**src/rtl/div3_pkg.sv**
```systemverilog
// Shared types and constants for the divide-by-3 scheduler: FSM states and nibble LUT widths.
package div3_pkg;

   typedef enum logic [1:0] {
      IDLE   = 2'd0,
      DIVIDE = 2'd1,
      RESP   = 2'd2
   } state_t;

   localparam int LUT_IN_W    = 6;
   localparam int LUT_Q_W     = 4;
   localparam int LUT_R_W     = 2;
   localparam int DIV3_NIBBLE = 4;

endpackage

```
**src/rtl/div3_nibble_lut.sv**
```systemverilog
// Combinational divide-by-3 step: {partial remainder, nibble} -> nibble quotient and new remainder.
module div3_nibble_lut
   import div3_pkg::*;
(
   input  logic [LUT_IN_W-1:0] lut_in,
   output logic [LUT_Q_W-1:0]  quotient,
   output logic [LUT_R_W-1:0]  remainder
);

   // With a remainder of at most 2 the input never exceeds 47, so the quotient fits in 4 bits.
   assign quotient  = LUT_Q_W'(lut_in / LUT_IN_W'(3));
   assign remainder = LUT_R_W'(lut_in % LUT_IN_W'(3));

endmodule

```
**src/rtl/div3_sched.sv**
```systemverilog
// Round-robin shared divide-by-3 unit, one nibble per cycle.
// Optional performance counters op_count/busy_cycles when DIV3_SCHED_PERF_EN is defined.
module div3_sched
   import div3_pkg::*;
#(
   parameter int SIZE    = 20,
   parameter int NUM_REQ = 4
) (
   input  logic                       sys_clock,
   input  logic                       reset,
   input  logic [NUM_REQ-1:0]         req_valid,
   input  logic [NUM_REQ*SIZE-1:0]    req_dividend,
   output logic [NUM_REQ-1:0]         req_ready,
   output logic                       rsp_valid,
   input  logic                       rsp_ready,
   output logic [$clog2(NUM_REQ)-1:0] rsp_id,
   output logic [SIZE-1:0]            rsp_quotient,
   output logic [1:0]                 rsp_remainder,
   output logic                       busy
`ifdef DIV3_SCHED_PERF_EN
   ,output logic [15:0]               op_count,
   output logic [15:0]                busy_cycles
`endif
);

   localparam int IDW  = $clog2(NUM_REQ);
   localparam int NNIB = SIZE / DIV3_NIBBLE;
   localparam int NW   = (NNIB > 1) ? $clog2(NNIB) : 1;

   state_t               state, state_next;
   logic [IDW-1:0]       rr_ptr, cur_id, grant_id, ptr_next;
   logic [NUM_REQ-1:0]   grant;
   logic                 grant_any;
   int                   arb_sum;
   logic [SIZE-1:0]      sel_dividend, dividend, quot;
   logic [LUT_R_W-1:0]   prem;
   logic [NW-1:0]        nib_idx;
   logic                 last_nib, handshake;
   logic [LUT_IN_W-1:0]  lut_in;
   logic [LUT_Q_W-1:0]   lut_q;
   logic [LUT_R_W-1:0]   lut_r;
   logic [SIZE+3:0]      quot_ext;

   // Round-robin arbiter: first valid requester at or after rr_ptr.
   always_comb begin
      grant     = '0;
      grant_id  = '0;
      grant_any = 1'b0;
      arb_sum   = 0;
      for (int off = 0; off < NUM_REQ; off++) begin
         arb_sum = int'(rr_ptr) + off;
         if (arb_sum >= NUM_REQ) arb_sum = arb_sum - NUM_REQ;
         if (!grant_any && req_valid[IDW'(arb_sum)]) begin
            grant[IDW'(arb_sum)] = 1'b1;
            grant_id             = IDW'(arb_sum);
            grant_any            = 1'b1;
         end
      end
   end

   always_comb begin
      sel_dividend = '0;
      for (int i = 0; i < NUM_REQ; i++) begin
         if (grant[i]) sel_dividend = req_dividend[i*SIZE +: SIZE];
      end
   end

   assign ptr_next = (grant_id == IDW'(NUM_REQ - 1)) ? '0 : grant_id + 1'b1;
   assign last_nib = (nib_idx == NW'(NNIB - 1));
   assign lut_in   = {prem, dividend[SIZE-1 -: DIV3_NIBBLE]};
   assign quot_ext = {quot, lut_q};

   div3_nibble_lut u_lut (
      .lut_in    (lut_in),
      .quotient  (lut_q),
      .remainder (lut_r)
   );

   always_ff @(posedge sys_clock) begin
      if (reset) state <= IDLE;
      else       state <= state_next;
   end

   always_comb begin
      state_next = state;
      case (state)
         IDLE:    if (grant_any) state_next = DIVIDE;
         DIVIDE:  if (last_nib)  state_next = RESP;
         RESP:    if (rsp_ready) state_next = IDLE;
         default: state_next = IDLE;
      endcase
   end

   // Outputs are forced quiet while reset is asserted, whatever the registered state.
   always_comb begin
      req_ready = '0;
      if (state == IDLE && !reset) req_ready = grant;
      busy      = (state != IDLE) && !reset;
      rsp_valid = (state == RESP) && !reset;
      handshake = (state == RESP) && rsp_ready;
   end

   always_ff @(posedge sys_clock) begin
      if (reset) begin
         rr_ptr        <= '0;
         cur_id        <= '0;
         dividend      <= '0;
         quot          <= '0;
         prem          <= '0;
         nib_idx       <= '0;
         rsp_id        <= '0;
         rsp_quotient  <= '0;
         rsp_remainder <= '0;
      end else if (state == IDLE && grant_any) begin
         dividend <= sel_dividend;
         cur_id   <= grant_id;
         rr_ptr   <= ptr_next;
         quot     <= '0;
         prem     <= '0;
         nib_idx  <= '0;
      end else if (state == DIVIDE) begin
         dividend <= dividend << DIV3_NIBBLE;
         quot     <= quot_ext[SIZE-1:0];
         prem     <= lut_r;
         nib_idx  <= nib_idx + 1'b1;
         if (last_nib) begin
            rsp_quotient  <= quot_ext[SIZE-1:0];
            rsp_remainder <= lut_r;
            rsp_id        <= cur_id;
         end
      end
   end

`ifdef DIV3_SCHED_PERF_EN
   function automatic logic [15:0] sat_inc(input logic [15:0] v);
      return (v == 16'hFFFF) ? v : v + 16'd1;
   endfunction

   always_ff @(posedge sys_clock) begin
      if (reset) begin
         op_count    <= '0;
         busy_cycles <= '0;
      end else begin
         if (handshake) op_count    <= sat_inc(op_count);
         if (busy)      busy_cycles <= sat_inc(busy_cycles);
      end
   end
`endif

endmodule

```
**config.mk**
```make
export PLATFORM = sky130hd
export DESIGN_NAME = div3_sched
export DESIGN_NICKNAME = d
export VERILOG_FILES = /design/src/rtl/div3_pkg.sv /design/src/rtl/div3_nibble_lut.sv /design/src/rtl/div3_sched.sv
export SDC_FILE = /design/constraint.sdc
export NUM_CORES = 1
export LEC_CHECK = 0
export CORE_ASPECT_RATIO = 0.75
export CORE_UTILIZATION = 44
export DETAILED_ROUTE_END_ITERATION = 10
export HOLD_SLACK_MARGIN = 0.12
export PLACE_DENSITY = 0.81
export SLEW_MARGIN = 10
export SYNTH_ARGS = -nofsm -noshare
export SYNTH_HDL_FRONTEND = slang
export SYNTH_SLANG_ARGS = --single-unit
```
**constraint.sdc**
```tcl
create_clock -name sys_clock -period 3.75 [get_ports sys_clock]
set_clock_uncertainty 0.15 [all_clocks]
set_input_delay 0.75 -clock sys_clock [delete_from_list [all_inputs] [get_ports sys_clock]]
set_output_delay 0.75 -clock sys_clock [all_outputs]
set_load 0.02 [all_outputs]
```
# Yosys cells after proc, flatten, opt, wreduce, memory -nomap -nowiden
# Index checks and enable logic that the tools add are counted.
[totals] word_cells=113 inputBits=87 reg_bits=71 output_inout_bits=30
[op_classes] muxes=48 order_cmp=12 div_mod_pow=2 reduce_logical=21 n_addsub=9 bitwise_logic=4 eq_ne=7
[op_table] op="20-bit 2-to-1 mux" count=6
[op_table] op="2-bit 2-to-1 mux" count=12
[op_table] op="4-bit 2-to-1 mux" count=5
[op_table] op="2-bit by 4-bit < comparator with 1-bit output (second input constant)" count=4
[op_table] op="1-bit 2-to-1 mux" count=16
[op_table] op="4-bit OR" count=3
[op_table] op="1-bit logical AND" count=11
[op_table] op="3-bit >= comparator (second input constant)" count=3
[op_table] op="1-bit binary-select mux with 2-bit select" count=4
[op_table] op="1-bit demux with 2-bit select" count=4
[op_table] op="2-bit by 1-bit >= comparator with 1-bit output (second input constant)" count=4
[op_table] op="2-bit by 1-bit subtractor with 2-bit output (second input constant)" count=4
[op_table] op="2-bit by 2-bit adder with 3-bit output (second input constant)" count=2
[op_table] op="6-bit by 2-bit divider with 6-bit output (second input constant)" count=1
[op_table] op="6-bit by 2-bit remainder unit with 6-bit output (second input constant)" count=1
[op_table] op="2-bit inequality test (second input constant)" count=3
[op_table] op="2-bit one-hot mux with 3 select lines" count=1
[op_table] op="3-bit AND reduction" count=2
[op_table] op="2-bit == test (second input constant)" count=2
[op_table] op="1-bit logical NOT" count=4
[op_table] op="2-bit nonzero test" count=2
[op_table] op="2-bit by 1-bit adder with 3-bit output (second input constant)" count=1
[op_table] op="3-bit by 1-bit adder with 3-bit output (second input constant)" count=1
[op_table] op="3-bit == test (second input constant)" count=1
[op_table] op="6 further kinds" count=6

# Depth between registers and ports, before layout
# Gate-level depths: netlist (run 1).
[depth] depth_word=20 depth_mapped=13 ltp_nobuf=12

# Modules after synthesis
# Synthesis (run 1) repeated with hierarchy kept, for this count alone.
[hier_totals] cells_unflattened=533 area_unflattened_um2=4546.9
[by_module_without_submodules] mod="div3_sched" n_inst=1 area_per_inst_um2=4124.0 cells_per_inst=479 seq_area_each_um2=1421.4
[by_module_without_submodules] mod="div3_nibble_lut" n_inst=1 area_per_inst_um2=422.9 cells_per_inst=54 seq_area_each_um2=0.0

# Worst setup path after synthesis (run 1)
# Ideal clock, no wire load.
[synth_path] path_type="reg-to-output" from="reg rr_ptr[1]" to="out req_ready[1]" required_time_ns=2.850 n_path_buf=4 path_stages_with_launch=12 t_arrival_ns=3.013 slack_ns=-0.163 path_cell_list="dfxtp_1 -> buf_2 -> inv_1 -> ha_1 -> clkbuf_1 -> mux4_2 -> buf_6 -> nor4b_4 -> nand2_1 -> o21ai_0 -> clkbuf_1 -> nor2b_1"
[synth_via] elab_chain_len=16 word_cells_on_any_way=64 classes_between="add/sub: 7; order compare: 12; mux: 32; bitwise: 3; reduce/logical: 10"
[synth_rtl] element="start, declared" line="div3_sched.sv:31" rtl="logic [IDW-1:0] rr_ptr, cur_id, grant_id, ptr_next;"
[synth_rtl] element="start signal, assigned" line="div3_sched.sv:117" rtl="rr_ptr <= ptr_next;"
[synth_rtl] element="branches (longest 14 deep; another with 2-bit by 4-bit < comparator with 1-bit output)"
[synth_rtl] element="4-bit 2-to-1 mux (*)" line="div3_sched.sv:53" rtl="if (!grant_any && req_valid[IDW'(arb_sum)]) begin"
[synth_rtl] element="4-bit 2-to-1 mux (*)" line="div3_sched.sv:97" rtl="if (state == IDLE && !reset) req_ready = grant;"
[synth_rtl] element="end, declared" line="div3_sched.sv:13" rtl="output logic [NUM_REQ-1:0] req_ready,"
# Mark *: on every way between the ends. The select of a mux whose other input is x is not followed.

# Final worst setup path (run 1)
[layout_path] from="in req_valid[1]" to="out req_ready[2]"
[layout_via] elab_chain_len=14 word_cells_on_any_way=29 classes_between="mux: 20; bitwise: 3; reduce/logical: 6"
[layout_rtl] element="start, declared" line="div3_sched.sv:11" rtl="input logic [NUM_REQ-1:0] req_valid,"
[layout_rtl] element="1-bit binary-select mux with 2-bit select" line="div3_sched.sv:53"
[layout_rtl] element="1-bit 2-to-1 mux (not written as such) (2 in a row)" line="div3_sched.sv:53"
[layout_rtl] element="1-bit 2-to-1 mux" line="div3_sched.sv:53"
[layout_rtl] element="1-bit logical NOT" line="div3_sched.sv:53"
[layout_rtl] element="1-bit logical AND" line="div3_sched.sv:53"
[layout_rtl] element="1-bit 2-to-1 mux" line="div3_sched.sv:53"
[layout_rtl] element="1-bit logical NOT" line="div3_sched.sv:53"
[layout_rtl] element="1-bit logical AND" line="div3_sched.sv:53"
[layout_rtl] element="1-bit 2-to-1 mux" line="div3_sched.sv:53"
[layout_rtl] element="1-bit logical NOT" line="div3_sched.sv:53"
[layout_rtl] element="1-bit logical AND" line="div3_sched.sv:53"
[layout_rtl] element="4-bit 2-to-1 mux (*)" line="div3_sched.sv:53"
[layout_rtl] element="4-bit 2-to-1 mux (*)" line="div3_sched.sv:97"
# Every way passes the cells marked *; elsewhere a longest branch is shown, timed or not. The select of a mux whose other input is x is not followed.

==> results.json, run 1 <==
{
  "initial_utilization_pct": 46.4,
  "p_leak_nw": 2.30,
  "rsz0062_at_grt": "no",
  "yosysUniqueCellTypes": 56,
  "route.vias.total": 4676,
  "nets": 786,
  "synth.cell_area_mm2": 0.00430,
  "vdd_drop_max_v": 0.000379,
  "crit_path_max_incr_delay_ns": 0.59,
  "async_flop_share_pct": 0,
  "grt_usage_pct": 25.3,
  "drv_cap": 0,
  "rr_worst_depth": 11,
  "fp.coreArea_mm2": 0.00927,
  "grt_antenna_before_repair": 0,
  "setup_violations": 0,
  "portBuffers": 116,
  "antenna_left": 0,
  "crit_type": "in -> out",
  "drive_above_1_share_pct": 14.3,
  "timing.rr.start": "rr_ptr[0]",
  "postSynthAreaPerCell_um2": 7.78,
  "gp_congestion": 0.918,
  "chipHeight_um": 87.6,
  "min_to": "rsp_quotient[13]",
  "clk_pin_slew_ns": 0.05,
  "synth_flop_cell": "dfxtp_1",
  "syn_inst": 553,
  "fin_crit_sh_pct": 95.5,
  "numClockSinks": 71,
  "clock_latency_ns": 0.33,
  "powerDensity_mw_per_mm2": 633,
  "path_buf_inv": 3,
  "ys_seq_area_share_pct": 33.0,
  "grt_remaining_overflow": 0,
  "yosys.area.top_type_share_pct": 33.0,
  "final_hold_viol_count": 0,
  "routed_via_density": 5.71,
  "diodes": 0,
  "end_kind": "output port",
  "drt_first_pass_iters": 5,
  "die_width_um": 116,
  "wl_per_cell_um": 15.4,
  "synth_edf_count": 0,
  "hp-class": "reg -> reg",
  "max_freq_mhz": 279,
  "ys_ff_latch": 71,
  "slew_violations": 0,
  "drc_errors": 0,
  "power.total_w": 0.00388,
  "synthTopCellsByArea": "dfxtp_1 33%, nand2_1 11%, a221oi_1 5.5%",
  "crit_path_top_delay_cell": "mux4_2",
  "boundaryPins": 117,
  "r2r_setup_slack_ns": 0.57,
  "syn_nets": 653,
  "htree_levels": 3,
  "die_area_mm2": 0.0102,
  "row_count": 30,
  "yosys.cell_count.top_type": "nand2_1",
  "status": "completed",
  "slew_headroom_pct": 32.9,
  "fin_crit_ns": 3.58,
  "drt_iter0_drc": 321,
  "required_ns": 2.85,
  "synth_warnings": 0,
  "grt_max_degree": 52,
  "hold_depth": 2,
  "worstMarginPinSlew_ns": 1.01,
  "crit_chain": "dlygate4sd2_1, mux4_2, buf_4, nor4b_2, a31oi_1, and2_0, nor2_1, buf_2",
  "cts-root-buf": "clkbuf_16",
  "synthTopCellsByCount": "126 x nand2_1, 71 x dfxtp_1, 46 x a21oi_1, 34 x clkbuf_1, 29 x inv_1",
  "grt_pass1_wl_mm": 20.2,
  "post-dp-hpwl_mm": 9.52,
  "cts_buffers": 9,
  "reg2reg_to": "rr_ptr[0]",
  "synth_top_cell_by_area": "dfxtp_1",
  "cts_tree": "done",
  "cts_max_path_buffers": 2,
  "cp_data_arrival_time_ns": 2.68,
  "cpLargestDelayFamily": "buffers and inverters",
  "finalWirelength_mm": 12.6,
  "grt_pass1_vias": 4360,
  "area_delta_synth_final_pct": 42.4,
  "post-route-util_pct": 66.1,
  "crit_path_start_kind": "primary input",
  "min_from": "rsp_quotient[13]",
  "crit_fanout": 8
}
-- registers in the layout, indices dropped and copies added (netlist names) --
register       count
dividend          20
rsp_quotient      20
quot              16
nib_idx            3
cur_id             2
prem               2
rr_ptr             2
rsp_id             2
rsp_remainder      2
state              2
-- through the flow --
step / area [um2] / setup TNS, ns / hold slack (ns) / setup slack, ns / instances
3_3_place_gp: 5780 / -4.57 / 0.293 / -0.476 / 798
2_1_floorplan: 4310 / 0 / 0.282 / 0.00249 / 553
3_5_place_dp: 5780 / -6.93 / 0.297 / -0.530 / 798
6_report: 6130 / 0 / 0.301 / 0.169 / 819
5_1_grt: 6130 / 0 / 0.323 / 0.101 / 819
4_1_cts: 6100 / 0 / 0.304 / 0.00527 / 817
-- final cells by class --
class                      instances  area, um2
fill                             760       3140
multi-input combinational        412       2650
timing repair buffer             163       1520
sequential                        71       1420
clock buffer                      11        243
tap                              128        160
inverter                          29        109
clock inverter                     5       33.8
-- layer usage --
| metal | vias up | track usage (%) | part of all wire [%] |
|---|---|---|---|
| li1 | 2280 | - | - |
| met1 | 2150 | 32.0 | 44 |
| met2 | 211 | 42.1 | 46 |
| met3 | 35 | 6.51 | 8.1 |
| met4 | 0 | 8.28 | 2.1 |
| met5 | - | 0 | 0 |
-- where the power goes --
| part | leakage, nW | internal, W | switching, W | total (W) |
|---|---|---|---|---|
| Combinational | 1.59 | 0.000947 | 0.00116 | 0.00211 |
| Sequential | 0.578 | 0.000885 | 0.000115 | 0.00100 |
| Clock | 0.132 | 0.000464 | 0.000307 | 0.000771 |
| Total | 2.30 | 0.00230 | 0.00158 | 0.00388 |
-- cells by family after synthesis --
kind of cell             Yosys count  share of synthesized area [%]
AND/OR/NAND/NOR                  200                           20.7
adder cells (fa/ha/maj)           13                           3.78
buffers and inverters             70                           6.80
AO/OA/AOI/OAI                    184                           30.6
multiplexers                      12                           4.42
flip-flops                        71                           33.0
XOR/XNOR                           3                          0.611
-- timing repair --
item / in CTS / in global routing
pin swaps: 1 / 2
endpoints found under the setup margin: 7 / 11
hold buffers: 0 / 0
setup buffers: 3 / 2
cloned: 0 / 0
gates resized for setup: 21 / 6
-- cells in the final DEF (no fill, tap or decap), types with 7 or more instances in the layout --
master	Yosys	layout
a21oi_1	46	45
clkdlybuf4s50_1	0	107
dfxtp_1	71	71
a31oi_1	18	18
a221oi_1	27	27
a211oi_1	11	10
nor2_1	28	27
nand2_1	126	126
inv_1	29	29
a221oi_2	10	10
mux2i_1	7	7
ha_1	13	13
o21ai_0	28	27
clkbuf_16	0	9
buf_4	1	46
-- worst max-delay path by stage --
stage	to	depth (start not counted)	startpoint
after floorplan	req_ready[1]	11	rr_ptr[1]
after global placement	req_ready[3]	6	req_valid[0]
after detailed placement	req_ready[3]	6	req_valid[0]
after CTS	req_ready[1]	7	req_valid[3]
after global routing	req_ready[2]	8	req_valid[0]
final	req_ready[2]	8	req_valid[1]
-- worst min-delay path: cells and delay by family, from the launching register on --
family | cells | cell delay (ns)
AO/OA/AOI/OAI | 1 | 0.05
AND/OR/NAND/NOR | 1 | 0.05
flip-flops | 1 | 0.30
No activity file was read; power rests on OpenSTA's default activity.
==> run 2, diff against run 1 <==
CAP_MARGIN = 0   (was not set)
CORE_MARGIN = 5   (was not set)
==> run 2 against run 1 <==
Compared with the run above: die area up 17%; sequential share of layout area about the same; clock power up 2.7%; via count up 1.3%; fmax up 1.3%; clock-buffer cell count down 1; utilization down 2.3 points; register-to-register slack worse by 0.05 ns; routed wire length up 4.8%; critical endpoint is now req_ready[0]; highest routed layer unchanged.
==> results.json, run 2 (synthesis results as in run 1) <==
{
  "status": "completed",
  "boundaryPins": 117,
  "drv_cap": 0,
  "grt_remaining_overflow": 0,
  "antenna_left": 0,
  "post-dp-hpwl_mm": 9.87,
  "top_regs": "dividend: 20 flops, rsp_quotient: 20 flops, quot: 16 flops",
  "drive_above_1_share_pct": 14.7,
  "area_delta_synth_final_pct": 42.6,
  "drt_first_pass_iters": 5,
  "grt_pass1_wl_mm": 21.1,
  "cts-root-buf": "clkbuf_16",
  "slew_violations": 0,
  "grt_pass1_vias": 4553,
  "gp_congestion": 0.928,
  "hp-class": "reg -> reg",
  "portBuffers": 116,
  "seqCellArea_mm2": 0.00142,
  "vdd_drop_max_v": 0.000502,
  "htree_levels": 3,
  "cp_data_arrival_time_ns": 2.64,
  "routed_via_density": 5.75,
  "die_area_mm2": 0.0119,
  "setup_violations": 0,
  "multi_input_area_mm2": 0.00264,
  "rr_worst_depth": 9,
  "path_buf_inv": 4,
  "slew_headroom_pct": 32.0,
  "drc_errors": 0,
  "route.vias.total": 4739,
  "nets": 787,
  "hold_depth": 2,
  "p_leak_nw": 2.31,
  "worst_slack_ns": 0.213,
  "chipHeight_um": 95.6,
  "crit_path_max_incr_delay_ns": 0.54,
  "max_freq_mhz": 283,
  "die_width_um": 124,
  "required_ns": 2.85,
  "rsz0062_at_grt": "no",
  "fp.coreArea_mm2": 0.00962,
  "diodes": 0,
  "grt_max_degree": 52,
  "crit_chain": "dlygate4sd2_1, mux4_2, buf_4, buf_4, nand3b_1, a22o_1, a21oi_1, buf_4",
  "wl_per_cell_um": 16.0,
  "fin_setup_tns_ns": 0,
  "worstMarginPinSlew_ns": 1.02,
  "drt_iter0_drc": 406,
  "fin_crit_sh_pct": 94.3,
  "crit_type": "in -> out",
  "finalWirelength_mm": 13.2,
  "grt_antenna_before_repair": 0,
  "numClockSinks": 71,
  "cpLargestDelayFamily": "buffers and inverters",
  "powerDensity_mw_per_mm2": 636,
  "cts_buffers": 9,
  "cts_tree": "done",
  "crit_fanout": 6,
  "clock_latency_ns": 0.33,
  "cts_max_path_buffers": 2,
  "fin_crit_ns": 3.54,
  "final_common_cell": "nand2_1",
  "crit_path_start_kind": "primary input",
  "initial_utilization_pct": 44.7,
  "post-place-ws_ns": -0.473,
  "fillCellCount": 827,
  "cp.depth": 8,
  "path_common_cell": "buf_4",
  "placed_area_mm2": 0.00577,
  "clk_pin_slew_ns": 0.06,
  "post-route-util_pct": 63.8,
  "layout_common_cells": "126 x nand2_1, 107 x clkdlybuf4s50_1, 71 x dfxtp_1",
  "design_area_mm2": 0.00614,
  "end_kind": "output port",
  "crit_path_top_delay_cell": "mux4_2",
  "grt_usage_pct": 22.2,
  "final_hold_viol_count": 0,
  "row_count": 31,
  "power.total_w": 0.00390
}
run 2: cell types whose count changed in the layout (fill, tap and decap cells not counted), sizes merged:
cell,delta
inv,+1
clkinvlp,-1
clkdlybuf4s15,+1
clkbuf,-3
clkinv,+1
buf,+2
run 2: cell type report:
cell class                      instances  area share (%)
Clock buffer                           10            3.89
Clock inverter                          6           0.714
Inverter                               29            1.77
Multi-Input combinational cell        412            43.1
Sequential cell                        71            23.2
Tap cell                              132            2.69
Timing Repair Buffer                  164            24.7
run 2: path summary, 6_finish.rpt:
check | start | end | slack [ns]
hold / removal | rsp_quotient[12] | rsp_quotient[12] | 0.30
setup / recovery | req_valid[1] | req_ready[0] | 0.21
hold reg to reg | rsp_quotient[12] | rsp_quotient[12] | 0.30
setup reg to reg | rr_ptr[0] | dividend[9] | 0.52
run 2: timing repair:
| action | CTS | global route |
|---|---|---|
| gates cloned | 0 | 0 |
| pin swaps | 2 | 3 |
| setup buffers | 7 | 1 |
| hold buffers | 0 | 0 |
| endpoints found under the setup margin | 4 | 8 |
| gates resized for setup | 23 | 5 |
run 2: power by group:
part	switching, W	total, W	internal (W)
clock	0.000325	0.000792	0.000467
sequential	0.000115	0.00100	0.000885
combinational	0.00117	0.00211	0.000939
total	0.00161	0.00390	0.00229
run 2: worst min-delay path, cell delays in order (launching register included):
cell     delay (ns)
dfxtp_1        0.31
nand2_1        0.05
a21oi_1        0.05
run 2: stage by stage:
| step | std cells | hold slack (ns) |
|---|---|---|
| 6_report | 824 | 0.303 |
| 5_1_grt | 824 | 0.330 |
| 4_1_cts | 823 | 0.304 |
| 3_5_place_dp | 800 | 0.296 |
| 3_3_place_gp | 800 | 0.293 |
| 2_1_floorplan | 553 | 0.282 |
run 2: per-layer routing:
layer | global-route usage (%) | share of wire [%]
met4 | 7.47 | 2.1
met1 | 28.0 | 42
met5 | 0 | 0
met3 | 6.17 | 9.5
met2 | 36.6 | 46
==> run 3, diff against run 2 <==
CORE_MARGIN = 4   (was 5)
CORE_UTILIZATION = 45   (was 44)
SYNTH_HIERARCHICAL = 1   (was not set)
==> run 3 against run 2 <==
Compared with the run above: fmax shrank 2.2%; non-clock buffer count shrank 16; clock power grew 3.4%; flip-flop and latch count is the same; routed wire length shrank 3.7%; sequential share of layout area grew 0.12 points; critical path type unchanged; highest routed layer unchanged.
==> results.json, run 3 <==
{
  "status": "completed",
  "route.vias.total": 4468,
  "placed_area_mm2": 0.00583,
  "synthTopCellsByCount": "115 x nand2_1, 71 x dfxtp_1, 55 x a21oi_1, 17 x clkbuf_1",
  "drt_first_pass_iters": 5,
  "routed_via_density": 5.68,
  "finalWirelength_mm": 12.7,
  "postSynthAreaPerCell_um2": 8.53,
  "design_area_mm2": 0.00611,
  "grt_pass1_vias": 4288,
  "synth_warnings": 6,
  "cp_data_arrival_time_ns": 2.72,
  "synth_top_cell_by_area": "dfxtp_1",
  "synthTopCellsByArea": "dfxtp_1 31%, nand2_1 9.5%, a21oi_1 6.1%",
  "area_delta_synth_final_pct": 34.3,
  "vdd_drop_max_v": 0.000484,
  "fin_setup_tns_ns": 0,
  "grt_remaining_overflow": 0,
  "hp-class": "reg -> reg",
  "portBuffers": 116,
  "crit_path_max_incr_delay_ns": 0.53,
  "post-route-util_pct": 62.5,
  "crit_fanout": 10,
  "yosys.cell_count.top_type": "nand2_1",
  "fp.coreArea_mm2": 0.00977,
  "top_regs": "dividend: 20 flops, rsp_quotient: 20 flops, quot: 16 flops",
  "grt_pass1_wl_mm": 20.6,
  "yosys.area.top_type_share_pct": 31.3,
  "syn_inst": 533,
  "numClockSinks": 71,
  "powerDensity_mw_per_mm2": 638,
  "required_ns": 2.85,
  "crit_path_start_kind": "primary input",
  "slew_headroom_pct": 37.7,
  "worstMarginPinSlew_ns": 0.931,
  "nets": 748,
  "grt_antenna_before_repair": 0,
  "grt_usage_pct": 21.9,
  "fin_crit_sh_pct": 96.4,
  "boundaryPins": 117,
  "multi_input_area_mm2": 0.00279,
  "crit_path_top_delay_cell": "mux4_2",
  "wl_per_cell_um": 16.2,
  "ys_ff_latch": 71,
  "final_common_cell": "nand2_1",
  "cts_setup_buffers": 0,
  "worst_slack_ns": 0.134,
  "rsz0062_at_grt": "no",
  "drt_iter0_drc": 387,
  "synth.cell_area_mm2": 0.00455,
  "async_flop_share_pct": 0,
  "cts_buffers": 9,
  "end_kind": "output port",
  "synth_edf_count": 0,
  "cts_tree": "done",
  "diodes": 0,
  "die_area_mm2": 0.0118,
  "initial_utilization_pct": 46.5,
  "chipHeight_um": 95.1,
  "row_count": 31,
  "drc_errors": 0,
  "gp_congestion": 0.872,
  "final_hold_viol_count": 0,
  "htree_levels": 3,
  "synth_flop_cell": "dfxtp_1",
  "setup_violations": 0,
  "max_freq_mhz": 277,
  "post-place-ws_ns": -0.287,
  "power.total_w": 0.00389,
  "layout_common_cells": "115 x nand2_1, 111 x clkdlybuf4s50_1, 71 x dfxtp_1",
  "clk_pin_slew_ns": 0.06,
  "p_leak_nw": 2.23,
  "cts_max_path_buffers": 2,
  "cts-root-buf": "clkbuf_16",
  "yosysUniqueCellTypes": 73,
  "die_width_um": 124,
  "seqCellArea_mm2": 0.00142,
  "post-dp-hpwl_mm": 9.60,
  "slew_violations": 0,
  "clock_latency_ns": 0.33,
  "fin_crit_ns": 3.62,
  "grt_max_degree": 30,
  "drv_cap": 0,
  "crit_type": "in -> out",
  "ys_seq_area_share_pct": 31.3,
  "fillCellCount": 804,
  "crit_chain": "clkdlybuf4s50_1, mux4_2, buf_12, nor4b_4, nand2_1, a21oi_1, clkbuf_2",
  "antenna_left": 0,
  "drive_above_1_share_pct": 17.4,
  "syn_nets": 632
}
run 3: cell count changes after synthesis, moves of 12 or more:
cell / change
clkbuf_1: -17
o21ai_0: -14
inv_1: -18
a31oi_1: -12
nor2_1: -15
a221oi_1: -25
run 3: cell families after synthesis:
kind of cell,after synthesis,share of synthesized area (%)
muxes,19,5.42
AOI/OAI and AO/OA,182,31.1
DFF,71,31.3
xor gates and xnor gates,5,1.13
buffers and inverters,54,7.65
and+or+nand+nor,189,20.0
adders and majority gates,13,3.52
run 3: worst max-delay path, delay by kind of cell:
kind | cells | cell delay [ns]
AOI/OAI and AO/OA | 1 | 0.14
buffers and inverters | 3 | 0.83
muxes | 1 | 0.53
and+or+nand+nor | 2 | 0.46
run 3: cell type report:
class,count,share of cell area [%]
Tap cell,132,2.70
Timing Repair Buffer,148,23.0
Inverter,11,0.676
Clock inverter,7,1.05
Clock buffer,9,3.69
Sequential cell,71,23.3
Multi-Input combinational cell,408,45.7
run 3: worst paths after layout:
path | to | from | slack (ns) | cells past startpoint
max reg2reg | rsp_remainder[0] | dividend[19] | 0.41 | 14
min reg2reg | rsp_id[1] | rsp_id[1] | 0.31 | 2
max | req_ready[0] | req_valid[0] | 0.13 | 7
min | rsp_id[1] | rsp_id[1] | 0.31 | 2
run 3: through the flow:
stage	cells	hold slack, ns
2_1_floorplan	533	0.282
3_5_place_dp	770	0.298
3_3_place_gp	770	0.296
4_1_cts	786	0.307
6_report	786	0.308
5_1_grt	786	0.331
run 3: report_power, final:
group	total (W)	switching [W]	internal, W
registers	0.000990	0.000117	0.000874
clock network	0.000819	0.000356	0.000462
logic	0.00208	0.00112	0.000970
run 3: what timing repair did:
action / in CTS / in global routing
hold buffers: 0 / 0
resized for setup: 7 / 7
endpoints found under the setup margin: 4 / 4
run 3: routing by layer:
layer	part of all wire, %	track usage (%)	up-vias
li1	-	-	2172
met1	44	29.5	2101
met2	48	36.2	175
met3	6.0	4.21	20
met4	2.0	5.83	0
met5	0	0	-
